File: config.mk
export PLATFORM = sky130hd
export DESIGN_NAME = fetch_queue_ctrl
export DESIGN_NICKNAME = d
export VERILOG_FILES = /design/src/rtl/fetch_queue_ctrl.sv
export SDC_FILE = /design/constraint.sdc
export NUM_CORES = 1
export LEC_CHECK = 0
export BUFFER_PORTS_ARGS = -buffer_cell sky130_fd_sc_hd__clkbuf_2
export CAP_MARGIN = 20
export CORE_MARGIN = 2
export CORE_UTILIZATION = 45
export DETAILED_ROUTE_END_ITERATION = 6
export SYNTH_ARGS = -nofsm -noshare
export SYNTH_HDL_FRONTEND = slang
export SYNTH_SLANG_ARGS = --single-unit
File: constraint.sdc
create_clock -name clk -period 3.95 [get_ports clk]
set_input_delay 0.1975 -clock clk [delete_from_list [all_inputs] [get_ports clk]]
set_output_delay 0.1975 -clock clk [all_outputs]
set_load 0.02 [all_outputs]
File: src/rtl/fetch_queue_ctrl.sv
// Fetch-to-decode queue for the dual-issue core: throttles fetch, buffers fetched
// instructions in a circular queue and presents the two oldest entries to decode.
module fetch_queue_ctrl #(
    parameter int          DEPTH = 4,
    parameter logic [31:0] NOP   = 32'h00000013
) (
    input  logic                       clk,
    input  logic                       rst,
    input  logic [31:0]                InstrF,
    input  logic [31:0]                PCF,
    input  logic [31:0]                PCPlus4F,
    input  logic                       RedirectE,
    input  logic [1:0]                 PopD,
    output logic                       FetchEnF,
    output logic                       Valid0D,
    output logic [31:0]                Instr0D,
    output logic [31:0]                PC0D,
    output logic [31:0]                PCPlus40D,
    output logic                       Valid1D,
    output logic [31:0]                Instr1D,
    output logic [31:0]                PC1D,
    output logic [31:0]                PCPlus41D,
    output logic [$clog2(DEPTH):0]     CountQ
);

    localparam int PW = $clog2(DEPTH);
    localparam int CW = PW + 1;
    localparam int EW = 96;

    logic [PW-1:0] rd_ptr_reg, rd_ptr_next;
    logic [PW-1:0] wr_ptr_reg, wr_ptr_next;
    logic [PW-1:0] rd_ptr_plus1_next;
    logic [CW-1:0] count_reg, count_next;

    logic          full;
    logic          push;
    logic [1:0]    pop_req;
    logic [1:0]    pop;
    logic [EW-1:0] wdata;

    logic [EW-1:0] entry_reg  [DEPTH];
    logic [EW-1:0] entry_view [DEPTH];
    logic [EW-1:0] slot0_reg, slot1_reg;

    assign wdata = {InstrF, PCF, PCPlus4F};
    assign full  = (count_reg == CW'(DEPTH));

    // A full queue stalls fetch even if decode drains it this cycle.
    assign FetchEnF = !rst && (RedirectE || !full);
    assign push     = !rst && !RedirectE && !full;

    always_comb begin
        pop_req = PopD[1] ? 2'd2 : {1'b0, PopD[0]};
        pop     = pop_req;
        if (CW'(pop_req) > count_reg) begin
            pop = count_reg[1:0];
        end
    end

    always_comb begin
        rd_ptr_next = rd_ptr_reg;
        wr_ptr_next = wr_ptr_reg;
        count_next  = count_reg;
        if (RedirectE) begin
            rd_ptr_next = wr_ptr_reg;
            wr_ptr_next = wr_ptr_reg;
            count_next  = '0;
        end else begin
            rd_ptr_next = rd_ptr_reg + PW'(pop);
            wr_ptr_next = wr_ptr_reg + PW'(push);
            count_next  = count_reg + CW'(push) - CW'(pop);
        end
    end

    assign rd_ptr_plus1_next = rd_ptr_next + PW'(1);

    // entry_view is the array as it will look after this edge, so the slot registers
    // can capture an entry in the same cycle it is written.
    genvar gi;
    generate
        for (gi = 0; gi < DEPTH; gi++) begin : g_entry
            assign entry_view[gi] = (push && (wr_ptr_reg == PW'(gi))) ? wdata : entry_reg[gi];

            always_ff @(posedge clk) begin
                if (push && (wr_ptr_reg == PW'(gi))) begin
                    entry_reg[gi] <= wdata;
                end
            end
        end
    endgenerate

    always_ff @(posedge clk) begin
        if (rst) begin
            rd_ptr_reg <= '0;
            wr_ptr_reg <= '0;
            count_reg  <= '0;
        end else begin
            rd_ptr_reg <= rd_ptr_next;
            wr_ptr_reg <= wr_ptr_next;
            count_reg  <= count_next;
        end
    end

    always_ff @(posedge clk) begin
        slot0_reg <= entry_view[rd_ptr_next];
        slot1_reg <= entry_view[rd_ptr_plus1_next];
    end

    assign CountQ  = count_reg;
    assign Valid0D = (count_reg != '0);
    assign Valid1D = (count_reg >= CW'(2));

    assign Instr0D   = Valid0D ? slot0_reg[95:64] : NOP;
    assign PC0D      = Valid0D ? slot0_reg[63:32] : 32'h0;
    assign PCPlus40D = Valid0D ? slot0_reg[31:0]  : 32'h0;
    assign Instr1D   = Valid1D ? slot1_reg[95:64] : NOP;
    assign PC1D      = Valid1D ? slot1_reg[63:32] : 32'h0;
    assign PCPlus41D = Valid1D ? slot1_reg[31:0]  : 32'h0;

endmodule
==> summary.txt <==
Logic synthesis
  • Top cell type's share of synthesized area: 0.4621
  • Post-synth EDFFs: 0
  • FFs w/ async S/R, synth: 0
  • Cell variety after synth: 35
  • Synth area leader: dfxtp_1
  • Syn nets: 2,725
  • Number of synthesized register bits: about 600
  • Yosys warns: 0
  • Count leader, synth: dfxtp_1
  • Post-synthesis area per instance: around 9.7 sq um
  • Mapped Cells: 2,616
  • Area contributors post-synth: dfxtp_1 46%, mux2i_1 15%, a32o_1 7.6%
  • Mapped cell area: around 25,000 sq um
  • Commonest cells in the netlist: 583 x dfxtp_1, 392 x inv_1, 384 x mux2i_1
  • Main synth FF type: dfxtp_1
  • Register area share after synthesis: 0.4621

Place
  • Dpl cells: 3,463
  • Dpl hpwl: 42,610 um
  • PortBufs: roughly 300
  • RePlAce Congestion: 0.8108
  • Placed inst area: 27,280 sq um

Die
  • FP Rows: 86
  • Starting Density: 0.4567
  • Die width: 240.9 um
  • DIE HEIGHT: 240.9 um
  • I/O pin total: 299
  • Die area: 58,040 sq um
  • Core Region: 55,310 sq um

Routing
  • Vias/cell: approximately 5.7
  • TritonRoute pass-1 iters: 6
  • Via count: 21.06k
  • Final WL: 73,800 um
  • Routed Antenna Nets: 0
  • Starting DRT DRC Count: about 1.3k
  • DR DRC count: 0
  • WL/cell: 20.05 um

Setup path
  • CP top delay family: compound AO/OA/AOI/OAI gates
  • Crit. End Element: flip-flop
  • WP data arrival: approximately 4 ns
  • Setup Crit Path Kind: reg -> reg
  • Crit-path max FO: 93
  • CP cell instances: ha_1 > nor2b_4 > o21a_4 > nand2_1 > o21ai_0 > ha_1 > xnor2_1 > mux4_4 > buf_12 > buf_12 > a22oi_1 > a32o_1
  • Worst R2R Start: CountQ[1]
  • Critical Path RT: 4.51 ns
  • CP Launch Point: CountQ[1]
  • Critical Path Max Stage Delay: 0.51 ns
  • Buffers & Inverters on Critical Path: 2
  • Crit-path slowest cell: mux4_4
  • Setup crit start kind: flip-flop

Timing
  • Final setup vio count: 0
  • Max Slew Vio Count: 0
  • Crit share post-route: 0.8698
  • RSZ-0062 raised after global routing: no
  • Fmax: a little under 300 MHz
  • Worst slew pin tran: 0.9825 ns
  • Worst rel slew slack: 0.3450
  • Clock skew: about 0.019 ns
  • Hold Fails Final Rpt: 0
  • Final Critical Period: 3.436 ns
  • Final TNS setup: 0 ns

Cells and area
  • Fill cells: 5,042
  • Layout Nets: a little under 3k
  • Share of cells above drive strength 1: 0.1612
  • Finished Cell Area: 30,400 sq um
  • Fin cells: 3,681
  • Multi-input logic area: 11,120 sq um
  • Area Overhead vs Synth: 20.35%
  • Register area: between 10,000 and 15,000 sq um
  • Max reg flops: 384

CTS
  • Clock Tree Root: clkbuf_16
  • Clk Latency, worst-skew pair: 0.63 ns
  • Worst-path clk slew: 0.06 ns
  • Longest Clk Path Bufs: 3
  • Cts bufs inserted: 61
  • PostCTS Resize Cnt: 0
  • Sink Count: 583
  • Clock tree from TritonCTS: yes
  • CTS H-tree lvls: 2

Global routing
  • Grt total ovfl: 0
  • Number of global-route vias before repair: roughly 21k
  • M3 GR Usage: 0.04632
  • Initial antenna violation count: 10
  • Met1 GRT Util: 0.3036
  • Met2 usage: 0.4218
  • Gr usage total: 0.2477
  • Largest net degree at the start of global routing: 130
  • First-pass GRT wire length: 114,700 um
  • Grt peak-use layer: met2

Pwr
  • Max VDD drop: roughly 430 uV
  • Leak: 16.86 nW
  • Clock network power share: 0.304
  • Net Sw Frac: 0.3259
  • Post-layout total power: 0.01972 W
  • Part of the power in registers: 0.393
  • Logic pwr share: 0.303
  • Power Density: 648.8 nW/um^2
  • Psw: approximately 0.0064 W
  • P_int: 0.01329 W

Min path
  • Worst Hold Class: in -> reg
  • Hold Startpoint: RedirectE

Run status
  • Status: finished clean

Job
  • Max_cap viols: 0
cell type report:
| class | count | area share |
|---|---|---|
| inverter | 392 | 0.04840 |
| sequential | 583 | 0.3839 |
| tap | 748 | 0.03079 |
| clock buffer | 83 | 0.05960 |
| clock inverter | 33 | 0.01078 |
| timing repair buffer | 437 | 0.1004 |
| multi-input combinational | 1400 | 0.3657 |
| antenna | 5 | 0.0004116 |
power by group through the flow:
stage / registers, W / logic (W) / clock network (W)
4_1_cts: 0.00776 / 0.00595 / 0.00615
5_1_grt: 0.00789 / 0.00653 / 0.00638
2_1_floorplan: 0.00772 / 0.00426 / 0
3_3_place_gp: 0.00786 / 0.00563 / 0
6_report: 0.00775 / 0.00597 / 0.00600
3_5_place_dp: 0.00788 / 0.00583 / 0
worst paths after layout:
check                                         to  slack (ns)  cells after the start
worst max-delay path               slot1_reg[14]        0.51                     12
worst min register to register  entry_reg[0][44]        0.48                      2
worst min-delay path                   CountQ[2]        0.11                      2
worst max register to register     slot1_reg[14]        0.51                     12
timing repair:
item	4_1_cts	5_1_grt
endpoints found under the hold margin	408	0
hold buffers	97	0
setup buffers	0	0
per-layer routing:
| layer | up-vias | share of wire |
|---|---|---|
| li1 | 9821 | - |
| met1 | 10234 | 0.42 |
| met2 | 809 | 0.48 |
| met3 | 190 | 0.065 |
| met4 | 10 | 0.035 |
| met5 | - | 0.0010 |
cell families (layout without fill, tap and decap cells):
kind of cell,count (synthesis),count (layout),share of synthesized area
buffers and inverters,633,945,0.1004
AO/OA/AOI/OAI,774,774,0.2218
XOR/XNOR,5,5,0.001734
other,0,5,0
adder cells (fa/ha/maj),8,8,0.004260
AND/OR/NAND/NOR,226,226,0.05489
multiplexers,387,387,0.1549
flip-flops,583,583,0.4621
stage by stage:
step                utilization  worst slack, ns  hold slack (ns)
floorplan                     -           0.7860           0.3433
global placement         0.4932           0.7132           0.4543
detailed placement       0.4932           0.5916           0.4640
CTS                      0.5494           0.5832          0.05851
global route             0.5496           0.3339           0.1175
finish                   0.5496           0.5143           0.1052
cells in the final DEF (no fill, tap or decap), types with 9 or more instances in the layout:
cell and count:
dfxtp_1 583, nor2_1 11, inv_1 392, o21ai_0 193, buf_4 20, and2_1 187, clkinv_2 23, clkbuf_16 63
dlygate4sd3_1 97, a32o_1 192, nand2b_1 9, mux2i_1 384, a22oi_1 185, clkbuf_2 298, clkbuf_8 16, buf_12 22
a31oi_1 192
worst reg2reg max path: stages, from the launching register on:
cell and delay [ns]:
dfxtp_1 0.49, ha_1 0.32, nor2b_4 0.14, o21a_4 0.22, nand2_1 0.07, o21ai_0 0.13, ha_1 0.23, xnor2_1 0.27
mux4_4 0.51, buf_12 0.25, buf_12 0.29, a22oi_1 0.27, a32o_1 0.21
(Power assumes the default switching activity.)
